===== config.mk =====
export PLATFORM = sky130hd
export DESIGN_NAME = ahb_lite_master_if_flat
export DESIGN_NICKNAME = d
export VERILOG_FILES = /design/src/rtl/ahb_pkg.sv /design/src/rtl/ahb_lite_master_if_if.sv /design/src/rtl/ahb_lite_master_if.sv /design/src/flat_wrapper.sv
export SDC_FILE = /design/constraint.sdc
export NUM_CORES = 1
export LEC_CHECK = 0
export CAP_MARGIN = 40
export CORE_ASPECT_RATIO = 1.2
export CORE_MARGIN = 10
export CORE_UTILIZATION = 39
export CTS_CLUSTER_SIZE = 24
export DETAILED_ROUTE_END_ITERATION = 10
export HOLD_SLACK_MARGIN = 0.15
export PLACE_DENSITY = 0.92
export SLEW_MARGIN = 25
export SYNTH_ARGS = -nofsm -noshare
export SYNTH_HDL_FRONTEND = slang
export SYNTH_SLANG_ARGS = --single-unit
export TNS_END_PERCENT = 100

===== constraint.sdc =====
create_clock -name HCLK -period 2.1 [get_ports HCLK]
set_input_delay 0.42 -clock HCLK [delete_from_list [all_inputs] [get_ports HCLK]]
set_output_delay 0.42 -clock HCLK [all_outputs]
set_load 0.01 [all_outputs]

===== src/rtl/ahb_pkg.sv =====
// Shared AHB-Lite encodings and master FSM state codes.
// Also holds the alignment rule used to reject illegal single requests.
package ahb_pkg;

    localparam logic [1:0] HTRANS_IDLE   = 2'b00;
    localparam logic [1:0] HTRANS_BUSY   = 2'b01;
    localparam logic [1:0] HTRANS_NONSEQ = 2'b10;
    localparam logic [1:0] HTRANS_SEQ    = 2'b11;

    localparam logic [2:0] HBURST_SINGLE = 3'b000;
    localparam logic [2:0] HBURST_INCR4  = 3'b011;

    localparam logic [2:0] HSIZE_BYTE = 3'b000;
    localparam logic [2:0] HSIZE_HALF = 3'b001;
    localparam logic [2:0] HSIZE_WORD = 3'b010;

    typedef logic [1:0] mst_state_t;

    localparam mst_state_t ST_IDLE = 2'd0;
    localparam mst_state_t ST_ADDR = 2'd1;
    localparam mst_state_t ST_DATA = 2'd2;
    localparam mst_state_t ST_RESP = 2'd3;

    // A request is illegal when its size is undefined or its address is not size-aligned.
    function automatic logic req_illegal(input logic [1:0] addr_lsb, input logic [2:0] size);
        logic bad;
        case (size)
            HSIZE_BYTE: bad = 1'b0;
            HSIZE_HALF: bad = addr_lsb[0];
            HSIZE_WORD: bad = addr_lsb[1] | addr_lsb[0];
            default:    bad = 1'b1;
        endcase
        return bad;
    endfunction

endpackage


===== src/rtl/ahb_lite_master_if_if.sv =====
// AHB-Lite bus bundle between one master and its slave/interconnect.
interface ahb_lite_master_if_if;

    logic [31:0] HADDR;
    logic [1:0]  HTRANS;
    logic        HWRITE;
    logic [2:0]  HSIZE;
    logic [2:0]  HBURST;
    logic [3:0]  HPROT;
    logic        HMASTLOCK;
    logic [31:0] HWDATA;
    logic [31:0] HRDATA;
    logic        HREADY;
    logic        HRESP;

    modport master (
        output HADDR, HTRANS, HWRITE, HSIZE, HBURST, HPROT, HMASTLOCK, HWDATA,
        input  HRDATA, HREADY, HRESP
    );

    modport slave (
        input  HADDR, HTRANS, HWRITE, HSIZE, HBURST, HPROT, HMASTLOCK, HWDATA,
        output HRDATA, HREADY, HRESP
    );

endinterface


===== src/rtl/ahb_lite_master_if.sv =====
// Single-outstanding AHB-Lite master turning core requests into bus transfers.
// Optional INCR4 read line fill is enabled by defining AHB_MST_INCR4_EN.
module ahb_lite_master_if
    import ahb_pkg::*;
#(
    parameter logic [3:0] HPROT_VAL = 4'b0011
) (
    input  logic        HCLK,
    input  logic        HRESETn,
    input  logic        req_valid,
    output logic        req_ready,
    input  logic [31:0] req_addr,
    input  logic        req_write,
    input  logic [31:0] req_wdata,
    input  logic [2:0]  req_size,
    input  logic        req_burst,
    output logic        rsp_valid,
    output logic        rsp_err,
    output logic        rsp_last,
    output logic [31:0] rsp_rdata,
    ahb_lite_master_if_if.master bus
);

    mst_state_t  state_r,     state_s;
    logic [1:0]  htrans_r,    htrans_s;
    logic [31:0] haddr_r,     haddr_s;
    logic        hwrite_r,    hwrite_s;
    logic [2:0]  hsize_r,     hsize_s;
    logic [31:0] hwdata_r,    hwdata_s;
    logic        rsp_valid_r, rsp_valid_s;
    logic        rsp_err_r,   rsp_err_s;
    logic        rsp_last_r,  rsp_last_s;
    logic [31:0] rsp_rdata_r, rsp_rdata_s;
    logic        req_ready_r, req_ready_s;
    logic        req_accept_s;
    logic        req_err_s;

`ifdef AHB_MST_INCR4_EN
    logic [2:0]  hburst_r, hburst_s;
    logic        burst_r,  burst_s;
    logic [1:0]  beat_r,   beat_s;

    // Line fills must be word reads on a 16-byte boundary; size input is ignored for them.
    assign req_err_s = req_burst ? (req_write | (req_addr[3:0] != 4'd0))
                                 : req_illegal(req_addr[1:0], req_size);
    assign bus.HBURST = hburst_r;
`else
    logic unused_req_burst_s;

    assign unused_req_burst_s = req_burst;
    assign req_err_s          = req_illegal(req_addr[1:0], req_size);
    assign bus.HBURST         = HBURST_SINGLE;
`endif

    assign req_accept_s = req_valid & req_ready_r;

    // Next-state and next-output computation for the transfer FSM.
    always_comb begin
        state_s     = state_r;
        htrans_s    = htrans_r;
        haddr_s     = haddr_r;
        hwrite_s    = hwrite_r;
        hsize_s     = hsize_r;
        hwdata_s    = hwdata_r;
        rsp_valid_s = 1'b0;
        rsp_err_s   = 1'b0;
        rsp_last_s  = 1'b0;
        rsp_rdata_s = rsp_rdata_r;
`ifdef AHB_MST_INCR4_EN
        hburst_s    = hburst_r;
        burst_s     = burst_r;
        beat_s      = beat_r;
`endif
        case (state_r)
            // RESP is the final cycle of a transfer and already takes the next request.
            ST_IDLE, ST_RESP: begin
                if (req_accept_s && req_err_s) begin
                    state_s     = ST_RESP;
                    rsp_valid_s = 1'b1;
                    rsp_err_s   = 1'b1;
                    rsp_last_s  = 1'b1;
                end else if (req_accept_s) begin
                    state_s  = ST_ADDR;
                    htrans_s = HTRANS_NONSEQ;
                    haddr_s  = req_addr;
                    hwrite_s = req_write;
                    hwdata_s = req_wdata;
`ifdef AHB_MST_INCR4_EN
                    burst_s  = req_burst;
                    beat_s   = 2'd0;
                    hburst_s = req_burst ? HBURST_INCR4 : HBURST_SINGLE;
                    hsize_s  = req_burst ? HSIZE_WORD : req_size;
`else
                    hsize_s  = req_size;
`endif
                end else begin
                    state_s = ST_IDLE;
                end
            end
            ST_ADDR: begin
                if (bus.HREADY) begin
                    state_s = ST_DATA;
`ifdef AHB_MST_INCR4_EN
                    if (burst_r) begin
                        htrans_s = HTRANS_SEQ;
                        haddr_s  = haddr_r + 32'd4;
                    end else begin
                        htrans_s = HTRANS_IDLE;
                    end
`else
                    htrans_s = HTRANS_IDLE;
`endif
                end else begin
                    state_s = ST_ADDR;
                end
            end
            ST_DATA: begin
                if (bus.HRESP) begin
                    // Two-cycle error: cancel any pending address, report on the second cycle.
                    htrans_s = HTRANS_IDLE;
                    if (bus.HREADY) begin
                        state_s     = ST_RESP;
                        rsp_valid_s = 1'b1;
                        rsp_err_s   = 1'b1;
                        rsp_last_s  = 1'b1;
                    end else begin
                        state_s = ST_DATA;
                    end
                end else if (bus.HREADY) begin
                    htrans_s    = HTRANS_IDLE;
                    rsp_valid_s = 1'b1;
                    if (!hwrite_r) begin
                        rsp_rdata_s = bus.HRDATA;
                    end else begin
                        rsp_rdata_s = rsp_rdata_r;
                    end
`ifdef AHB_MST_INCR4_EN
                    if (burst_r && (beat_r != 2'd3)) begin
                        state_s = ST_DATA;
                        beat_s  = beat_r + 2'd1;
                        // Beat 3's address already went out with beat 2's data phase.
                        if (beat_r != 2'd2) begin
                            htrans_s = HTRANS_SEQ;
                            haddr_s  = haddr_r + 32'd4;
                        end else begin
                            htrans_s = HTRANS_IDLE;
                        end
                    end else begin
                        state_s    = ST_RESP;
                        rsp_last_s = 1'b1;
                    end
`else
                    state_s    = ST_RESP;
                    rsp_last_s = 1'b1;
`endif
                end else begin
                    state_s = ST_DATA;
                end
            end
            default: begin
                state_s  = ST_IDLE;
                htrans_s = HTRANS_IDLE;
            end
        endcase
        req_ready_s = (state_s == ST_IDLE) || (state_s == ST_RESP);
    end

    // State and output registers with synchronous active-low reset.
    always_ff @(posedge HCLK) begin
        if (!HRESETn) begin
            state_r     <= ST_IDLE;
            htrans_r    <= HTRANS_IDLE;
            haddr_r     <= 32'd0;
            hwrite_r    <= 1'b0;
            hsize_r     <= HSIZE_WORD;
            hwdata_r    <= 32'd0;
            rsp_valid_r <= 1'b0;
            rsp_err_r   <= 1'b0;
            rsp_last_r  <= 1'b0;
            rsp_rdata_r <= 32'd0;
            req_ready_r <= 1'b0;
`ifdef AHB_MST_INCR4_EN
            hburst_r    <= HBURST_SINGLE;
            burst_r     <= 1'b0;
            beat_r      <= 2'd0;
`endif
        end else begin
            state_r     <= state_s;
            htrans_r    <= htrans_s;
            haddr_r     <= haddr_s;
            hwrite_r    <= hwrite_s;
            hsize_r     <= hsize_s;
            hwdata_r    <= hwdata_s;
            rsp_valid_r <= rsp_valid_s;
            rsp_err_r   <= rsp_err_s;
            rsp_last_r  <= rsp_last_s;
            rsp_rdata_r <= rsp_rdata_s;
            req_ready_r <= req_ready_s;
`ifdef AHB_MST_INCR4_EN
            hburst_r    <= hburst_s;
            burst_r     <= burst_s;
            beat_r      <= beat_s;
`endif
        end
    end

    assign bus.HADDR     = haddr_r;
    assign bus.HTRANS    = htrans_r;
    assign bus.HWRITE    = hwrite_r;
    assign bus.HSIZE     = hsize_r;
    assign bus.HPROT     = HPROT_VAL;
    assign bus.HMASTLOCK = 1'b0;
    assign bus.HWDATA    = hwdata_r;

    assign req_ready = req_ready_r;
    assign rsp_valid = rsp_valid_r;
    assign rsp_err   = rsp_err_r;
    assign rsp_last  = rsp_last_r;
    assign rsp_rdata = rsp_rdata_r;

endmodule


===== src/flat_wrapper.sv =====
// flat-port wrapper written by rule: the top's interface ports become plain ports
module ahb_lite_master_if_flat import ahb_pkg::*;
#(
    parameter logic [3:0] HPROT_VAL = 4'b0011
)
  (HCLK, HRESETn, req_valid, req_ready, req_addr, req_write, req_wdata, req_size, req_burst, rsp_valid, rsp_err, rsp_last, rsp_rdata, bus_HADDR, bus_HTRANS, bus_HWRITE, bus_HSIZE, bus_HBURST, bus_HPROT, bus_HMASTLOCK, bus_HWDATA, bus_HRDATA, bus_HREADY, bus_HRESP);
  ahb_lite_master_if_if bus_i ();
  input  logic HCLK;
  input  logic HRESETn;
  input  logic req_valid;
  output logic req_ready;
  input  logic [31:0] req_addr;
  input  logic req_write;
  input  logic [31:0] req_wdata;
  input  logic [2:0] req_size;
  input  logic req_burst;
  output logic rsp_valid;
  output logic rsp_err;
  output logic rsp_last;
  output logic [31:0] rsp_rdata;
  output wire logic [$bits(bus_i.HADDR)-1:0] bus_HADDR;
  output wire logic [$bits(bus_i.HTRANS)-1:0] bus_HTRANS;
  output wire logic [$bits(bus_i.HWRITE)-1:0] bus_HWRITE;
  output wire logic [$bits(bus_i.HSIZE)-1:0] bus_HSIZE;
  output wire logic [$bits(bus_i.HBURST)-1:0] bus_HBURST;
  output wire logic [$bits(bus_i.HPROT)-1:0] bus_HPROT;
  output wire logic [$bits(bus_i.HMASTLOCK)-1:0] bus_HMASTLOCK;
  output wire logic [$bits(bus_i.HWDATA)-1:0] bus_HWDATA;
  input wire logic [$bits(bus_i.HRDATA)-1:0] bus_HRDATA;
  input wire logic [$bits(bus_i.HREADY)-1:0] bus_HREADY;
  input wire logic [$bits(bus_i.HRESP)-1:0] bus_HRESP;
  assign bus_HADDR = bus_i.HADDR;
  assign bus_HTRANS = bus_i.HTRANS;
  assign bus_HWRITE = bus_i.HWRITE;
  assign bus_HSIZE = bus_i.HSIZE;
  assign bus_HBURST = bus_i.HBURST;
  assign bus_HPROT = bus_i.HPROT;
  assign bus_HMASTLOCK = bus_i.HMASTLOCK;
  assign bus_HWDATA = bus_i.HWDATA;
  assign bus_i.HRDATA = bus_HRDATA;
  assign bus_i.HREADY = bus_HREADY;
  assign bus_i.HRESP = bus_HRESP;
  ahb_lite_master_if #(.HPROT_VAL(HPROT_VAL)) u_core (.HCLK(HCLK), .HRESETn(HRESETn), .req_valid(req_valid), .req_ready(req_ready), .req_addr(req_addr), .req_write(req_write), .req_wdata(req_wdata), .req_size(req_size), .req_burst(req_burst), .rsp_valid(rsp_valid), .rsp_err(rsp_err), .rsp_last(rsp_last), .rsp_rdata(rsp_rdata), .bus(bus_i));
endmodule

**Word-level counts from Yosys, hierarchy flattened**

Cells that the tools add are included.
W data, S select, Z words.

- Reductions and logical operators: 9
- Bitwise gates (word level): 5
- Multiplexer cells: 16
- Eq/ne operators: 8

Operators by type and width:

| kind | count |
|---|---|
| $mux W2 | 6 |
| $pmux W2 S3 | 2 |
| $eq A2 B2 Y1 const B | 3 |
| $mux W1 | 5 |
| $logic_not A2 Y1 | 2 |
| $pmux W1 S2 | 2 |
| $reduce_and A4 Y1 | 1 |
| $eq A3 B1 Y1 const B | 1 |
| $eq A3 B2 Y1 const B | 1 |
| $logic_not A3 Y1 | 1 |
| $not A1 Y1 | 3 |
| $pmux W1 S3 | 1 |
| $reduce_and A3 Y1 | 1 |
| $eq A2 B1 Y1 const B | 1 |
| $ne A2 B1 Y1 const B | 1 |
| $ne A2 B2 Y1 const B | 1 |
| $reduce_and A2 Y1 | 1 |
| $reduce_or A2 Y1 | 1 |
| $and A1 B1 Y1 | 1 |
| $logic_and A1 B1 Y1 | 1 |
| $logic_or A1 B1 Y1 | 1 |
| $or A1 B1 Y1 | 1 |

- Output and inout port bits: 114
- Logic and storage cells: 48
- Input bits: 106
- Flip-flop bits (word level): 107

**Longest topological paths before layout**

Gate-level depths: netlist of run 1.

- Depth after elaboration: 7
- Mapped depth: 8
- Gate-level depth less buffers: 6

**Worst setup path after synthesis of run 1**

OpenSTA, ideal clock, no wires.

- Path type: in2reg
- Start: in req_size[0]
- End: reg u_core.hsize_r[1] (netlist: u_core.bus.HSIZE[1])
- Data arrival time: 1.619 ns
- Buffers on the path: 1
- Setup time: 0.130 ns
- Setup slack: 0.351 ns
- Required time: 1.970 ns
- Stages on the path: 5
- Path through: or3_1 a211oi_4 buf_6 mux2i_1 nand2_1

- Longest elaborated chain between the ends: 5
- Elaborated cells on any way between the ends: 7
- Classes of those cells: 2 x eq/ne; 1 x mux; 1 x bitwise; 3 x reduce/logical

RTL lines:

| item | RTL line | source |
|---|---|---|
| from (decl) | flat_wrapper.sv:15 | `input logic [2:0] req_size;` |
| $eq A3 B2 Y1 (tied with other cells) | ahb_pkg.sv:27 | `case (size)` |
| $pmux W1 S3 (*) | ahb_pkg.sv:27 |  |
| $logic_and A1 B1 Y1 (*) | ahb_lite_master_if.sv:77 | `if (req_accept_s && req_err_s) begin` |
| $not A1 Y1 (no line) (*) | - |  |
| $reduce_and A3 Y1 (no line) (*) | - |  |
| to (signal assigned) | ahb_lite_master_if.sv:192 | `hsize_r <= hsize_s;` |
| to (decl) | ahb_lite_master_if.sv:28 | `logic [2:0] hsize_r, hsize_s;` |

Mark *: on every way between the ends. The rest lies on a longest branch, timed or not.
A chain may end at the register's enable or synchronous reset.

**Worst setup path after layout of run 1**

- Start: in req_size[0]
- End: reg u_core.hwdata_r[12] (netlist: u_core.bus.HWDATA[12])

- Longest elaborated chain between the ends: 5
- Elaborated cells on any way between the ends: 7
- Classes of those cells: 2 x eq/ne; 1 x mux; 1 x bitwise; 3 x reduce/logical

RTL lines:

| item | RTL line | source |
|---|---|---|
| $eq A3 B2 Y1 (tied with other cells) | ahb_pkg.sv:27 |  |
| $pmux W1 S3 (*) | ahb_pkg.sv:27 |  |
| $logic_and A1 B1 Y1 (*) | ahb_lite_master_if.sv:77 |  |
| $not A1 Y1 (no line) (*) | - |  |
| $reduce_and A3 Y1 (no line) (*) | - |  |
| to (signal assigned) | ahb_lite_master_if.sv:193 | `hwdata_r <= hwdata_s;` |
| to (decl) | ahb_lite_master_if.sv:29 | `logic [31:0] hwdata_r, hwdata_s;` |

Marked as above.

==> results of run 1 <==
## worst max-delay path by stage
| stage | from | end | slack [ns] |
|---|---|---|---|
| final | req_size[0] | u_core.bus.HWDATA[12] | 0.13 |
| after floorplan | req_size[0] | u_core.bus.HSIZE[1] | 0.35 |
| after global placement | req_size[0] | u_core.bus.HWDATA[9] | -0.15 |
| after global routing | req_size[0] | u_core.bus.HWDATA[12] | 0.005 |
| after CTS | u_core.state_r[0] | u_core.bus.HWDATA[11] | 0.11 |
| after detailed placement | req_size[0] | u_core.bus.HWDATA[12] | -0.21 |
## cells by family after synthesis
group                    Yosys count  synth area share (%)
other                              2                 0.185
AO/OA/AOI/OAI                    111                  16.3
buffers and inverters             53                  6.66
flip-flops                       107                  52.8
AND/OR/NAND/NOR                  212                  22.4
adder cells (fa/ha/maj)            3                 0.925
multiplexers                       3                 0.771
## metal layers
metal  GRT usage, %  vias to the layer above  wire length [um]
met4           8.76                        0               508
met3           8.52                       33              1360
met2           30.4                      171              6910
met5              0                        -                 0
li1               -                     1994                 -
met1           17.0                     1820              4750
## worst max-delay path, cell delays in order
cell             delay (ns)
clkdlybuf4s50_1        0.48
or3_1                  0.44
a211oi_4               0.27
buf_4                  0.23
buf_12                 0.16
nand3_1                0.08
o21ai_0                0.13
## sequential cells by signal (all words and copies together), names as in the netlist
signal / flops
u_core.state_r: 2
u_core.rsp_valid: 1
u_core.bus.HWDATA: 32
u_core.rsp_err: 1
u_core.bus.HSIZE: 3
u_core.bus.HADDR: 32
u_core.rsp_rdata: 32
u_core.req_ready: 1
u_core.bus.HWRITE: 1
u_core.bus.HTRANS: 2
## stage by stage
step                utilization [%]  cell area (um^2)  TNS [ns]  hold slack (ns)
floorplan                         -              4080         0            0.473
CTS                            65.4              6610         0            0.460
detailed placement             62.3              6300    -10.00            0.450
global route                   65.5              6620         0            0.484
finish                         65.5              6620         0            0.457
global placement               62.3              6300     -8.40            0.438
## where the power goes
group / internal, mW / total, mW / switching (mW)
clock: 1.05 / 1.75 / 0.703
combinational: 0.306 / 0.508 / 0.202
sequential: 2.07 / 2.10 / 0.0232
## area by class of cell
type | instances | area [um^2]
well taps | 126 | 158
flip-flops and latches | 107 | 2140
clock inverters | 1 | 30.0
inverters | 4 | 15.0
multi-input cells | 337 | 1680
clock buffers | 14 | 284
fillers | 784 | 3490
repair buffers | 225 | 2310
## cells in the final DEF (no fill, tap or decap), types with 3 or more instances in the layout
master and n:
a21boi_0 31, a21oi_1 5, buf_12 8, buf_4 8
clkbuf_16 9, clkbuf_8 4, clkdlybuf4s50_1 209, conb_1 8
dfxtp_1 107, ha_1 3, inv_1 4, nand2_1 132
nand3_1 67, o21a_1 3, o21ai_0 62, o21ai_1 7
## timing repair
action,4_1_cts,5_1_grt
hold endpoints to repair,0,0
resized for setup,0,1
buffers inserted,0,0
setup endpoints to repair,0,1
==> out/qor.yml, run 1 <==
grt_pass1_wl_um: 21700
cp.arrival_ns: 2.21
row_count: 40
place_inst: 799
hold_class: "reg -> reg"
min_delay_path_depth: 2
initial_core_util_pct: 40.1
hold_viol: 0
fin_crit_sh_pct: 93.8
die_w_um: 113
hold_buffers: 0
status: "finished clean"
synthTopCellsByCount: "nand2_1 (132), dfxtp_1 (107), nand3_1 (68)"
ir_drop_mv: 0.402
grt_max_degree: 66
reg2reg_depth: 8
drc: 0
ys_warn_count: 0
p_total_mw: 4.36
ant_nets: 0
cap_violations: 0
cts_tree: "built"
netlist_top_cells_area: "dfxtp_1 (53%), nand2_1 (12%), nand3_1 (8.4%), o21ai_0 (7.6%), a21boi_0 (5.7%)"
required_ns: 2.34
ys_seq_area_share_pct: 52.8
critPathKind: "in -> reg"
synth_most_common_cell: "nand2_1"
synth_seq_cells: 107
skew_ns: 0.00655
syn_to_final_growth_pct: 63.1
io_buffers: 210
initialDrtViolationCount: 198
setup_viol: 0
postRouteWirelength_um: 13500
htreeDepth: 3
fin_ws_ns: 0.129
grt_antenna_before_repair: 0
vias: 4018
ios: 220
fmax_ghz: 0.507
r2r_start: "u_core.state_r[0]"
p_leak_nw: 2.28
timing.rr.end: "u_core.bus.HWDATA[12]"
crit_path_max_fanout: 22
clk_latency_ns: 0.34
cts_inserted_buffers: 9
layout.nets: 793
synth_top_area_share_pct: 52.8
hpwl_um: 10600
min_from: "u_core.bus.HWDATA[0]"
grt_overflow_total: 0
core_area_um2: 10100
p_per_area_nw_per_um2: 658
synth.avg_cell_area_um2: 8.26
start_kind: "input port"
dp_slack_ns: -0.210
synth_cells: 491
post_drt_via_cell_ratio: 4.94
cts-root-buf: "clkbuf_16"
clk_pin_slew_worst_paths_ns: 0.07
cts_sinks: 107
synth_area_um2: 4060
layoutNonFillerInstCount: 814
period_needed_ns: 1.97
dieArea_um2: 14900
num_antenna_cells: 0
maxSlewViolCount: 0
critPathCaptureType: "flip-flop"
r2r_slack_ns: 0.20
drive_above_1_share_pct: 4.94
dominantRegCellSynth: "dfxtp_1"
synth_cell_type_count: 29
synth_edf_count: 0
die_y_um: 132
wl_per_cell_um: 16.6
hold_end: "u_core.bus.HWDATA[0]"
rsz0062_at_grt: "no"
postSynth.asyncResetShare_pct: 0
grtUsageTotal_pct: 17.6
clk_path_buf_depth: 2
grt_pass1_vias: 4197
yosysTopAreaCell: "dfxtp_1"
first_pass_iters: 4
place.gp.congestion: 0.758
(Power assumes the default switching activity.)
==> run 2, diff against run 1 <==
Settings changed: ABC_CLOCK_PERIOD_IN_PS from default to 2100.
==> results of run 2 <==
No change in the layout: final DEF, timing and power equal those of run 1.
==> run 3, diff against run 2 <==
Settings changed: CAP_MARGIN 40 to 20, CORE_ASPECT_RATIO 1.2 to 0.5.
==> out/qor.yml, run 3 (synthesis results as in run 1) <==
grt_pass1_vias: 3943  # -6.1%
utilization_pct: 65.4  # about the same
dp_slack_ns: -0.203  # +0.00678 ns
slew_headroom_pct: 62.7
period_needed_ns: 1.94  # -0.0320 ns
initial_core_util_pct: 39.9  # -0.29 points
hold_buffers: 0  # unchanged
syn_to_final_growth_pct: 64.2
crit_path_max_fanout: 11  # -50%
drive_above_1_share_pct: 5.63  # +0.69 points
first_pass_iters: 5  # +1
cts_setup_buffers: 0  # unchanged
core_area_um2: 10200  # +0.72%
wl_per_cell_um: 15.9  # -4.2%
place.gp.congestion: 0.796  # +5.0%
required_ns: 2.35  # about the same
clk_pin_slew_worst_paths_ns: 0.07  # about the same
cp_cell_sequence: "inv_1 > ha_1 > nand3_1 > a211oi_4 > buf_12 > buf_4 > nand3_1 > o21ai_0"
num_antenna_cells: 0  # unchanged
dieArea_um2: 15100  # +1.5%
start_kind: "flip-flop"
die_w_um: 164  # +45%
crit_top_cell: "nand3_1"
p_leak_nw: 2.31  # +0.99%
row_count: 26  # -35%
critPathCaptureType: "flip-flop"
ant_nets: 0  # unchanged
htreeDepth: 3  # unchanged
cp.arrival_ns: 2.19  # -0.02 ns
num-fill-cells: 828  # +5.6%
post_drt_via_cell_ratio: 4.74  # -4.1%
final_common_cell: "clkdlybuf4s50_1"
cts-root-buf: "clkbuf_16"
die_y_um: 92.1  # -30%
path_buf_inv: 3  # unchanged
ir_drop_mv: 0.443  # +10%
cts_sinks: 107  # unchanged
critPathKind: "reg -> reg"
maxSlewViolCount: 0  # unchanged
grt_antenna_before_repair: 0  # unchanged
cts_inserted_buffers: 9  # unchanged
critical-path-top-delay-family: "compound AO/OA/AOI/OAI gates"
p_per_area_nw_per_um2: 659  # +0.16%
cap_violations: 0  # unchanged
cpMaxStageDelayCell: "dfxtp_1"
grtUsageTotal_pct: 16.7  # -0.91 points
final_cell_mix: "clkdlybuf4s50_1 (209), nand2_1 (132), dfxtp_1 (107)"
cts_tree: "built"
postRouteWirelength_um: 13300  # -2.0%
hold_class: "reg -> reg"
fin_ws_ns: 0.161  # +0.0320 ns
tightestPinTransition_ns: 0.559
setup_viol: 0  # unchanged
status: "finished clean"
final.setup.tns_ns: 0  # unchanged
grt_max_degree: 58  # -12%
rsz0062_at_grt: "no"
layout.nets: 798  # +0.63%
fmax_ghz: 0.516  # +1.6%
grt_pass1_wl_um: 20400  # -5.8%
io_buffers: 210  # unchanged
skew_ns: 0.00628  # -0.000270 ns
critPathMaxStageDelay_ns: 0.37  # -0.11 ns
initialDrtViolationCount: 285  # +44%
hpwl_um: 10400  # -2.0%
fin_crit_sh_pct: 92.3  # -1.5 points
ff_latch_area_um2: 2140  # unchanged
drc: 0  # unchanged
hold_viol: 0  # unchanged
clk_latency_ns: 0.34  # about the same
fin_hold_ws_ns: 0.450  # -0.00739 ns
multiInputGateArea_um2: 1670  # -0.30%
vias: 3945  # -1.8%
clk_path_buf_depth: 2  # unchanged
grt_overflow_total: 0  # unchanged
ios: 220  # unchanged
## run 3: metrics by stage
| stage | cell area [um^2] | total power, mW | cells |
|---|---|---|---|
| 6_report | 6660 | 4.39 | 833 |
| 5_1_grt | 6660 | 4.56 | 833 |
| 3_5_place_dp | 6340 | 2.65 | 818 |
| 3_3_place_gp | 6340 | 2.64 | 818 |
| 2_1_floorplan | 4080 | 2.32 | 497 |
| 4_1_cts | 6660 | 4.43 | 833 |
## run 3: worst register-to-register path, cell delays in order, from the launching register on
cell,delay (ns)
dfxtp_1,0.37
inv_1,0.06
ha_1,0.35
nand3_1,0.18
a211oi_4,0.35
buf_12,0.19
buf_4,0.15
nand3_1,0.08
o21ai_0,0.12
## run 3: final cells by class
| cell class | instances | share of cell area (%) |
|---|---|---|
| Sequential cell | 107 | 32.2 |
| Clock buffer | 10 | 3.59 |
| Tap cell | 140 | 2.63 |
| Multi-Input combinational cell | 337 | 25.1 |
| Inverter | 4 | 0.225 |
| Clock inverter | 5 | 1.16 |
| Timing Repair Buffer | 230 | 35.1 |
## run 3: routing by layer
layer	share of wire (%)	global-route usage, %
met5	0	0
met4	3.0	6.58
met3	6.0	4.86
met2	54	32.0
met1	37	16.7
## run 3: power by group
group,switching (mW),total (mW),internal [mW]
registers,0.0219,2.09,2.07
clock network,0.719,1.79,1.07
logic,0.201,0.512,0.311
## run 3: worst paths after layout
| path | from | endpoint | slack, ns | cells after the start |
|---|---|---|---|---|
| setup / recovery | u_core.state_r[0] | u_core.bus.HWDATA[13] | 0.16 | 8 |
| hold / removal | u_core.bus.HWDATA[10] | u_core.bus.HWDATA[10] | 0.45 | 2 |
| setup reg to reg | u_core.state_r[0] | u_core.bus.HWDATA[13] | 0.16 | 8 |
| hold reg to reg | u_core.bus.HWDATA[10] | u_core.bus.HWDATA[10] | 0.45 | 2 |
## run 3: timing repair
item	4_1_cts	5_1_grt
gates resized for setup	0	1
hold endpoints to repair	0	0
endpoints found under the setup margin	0	2
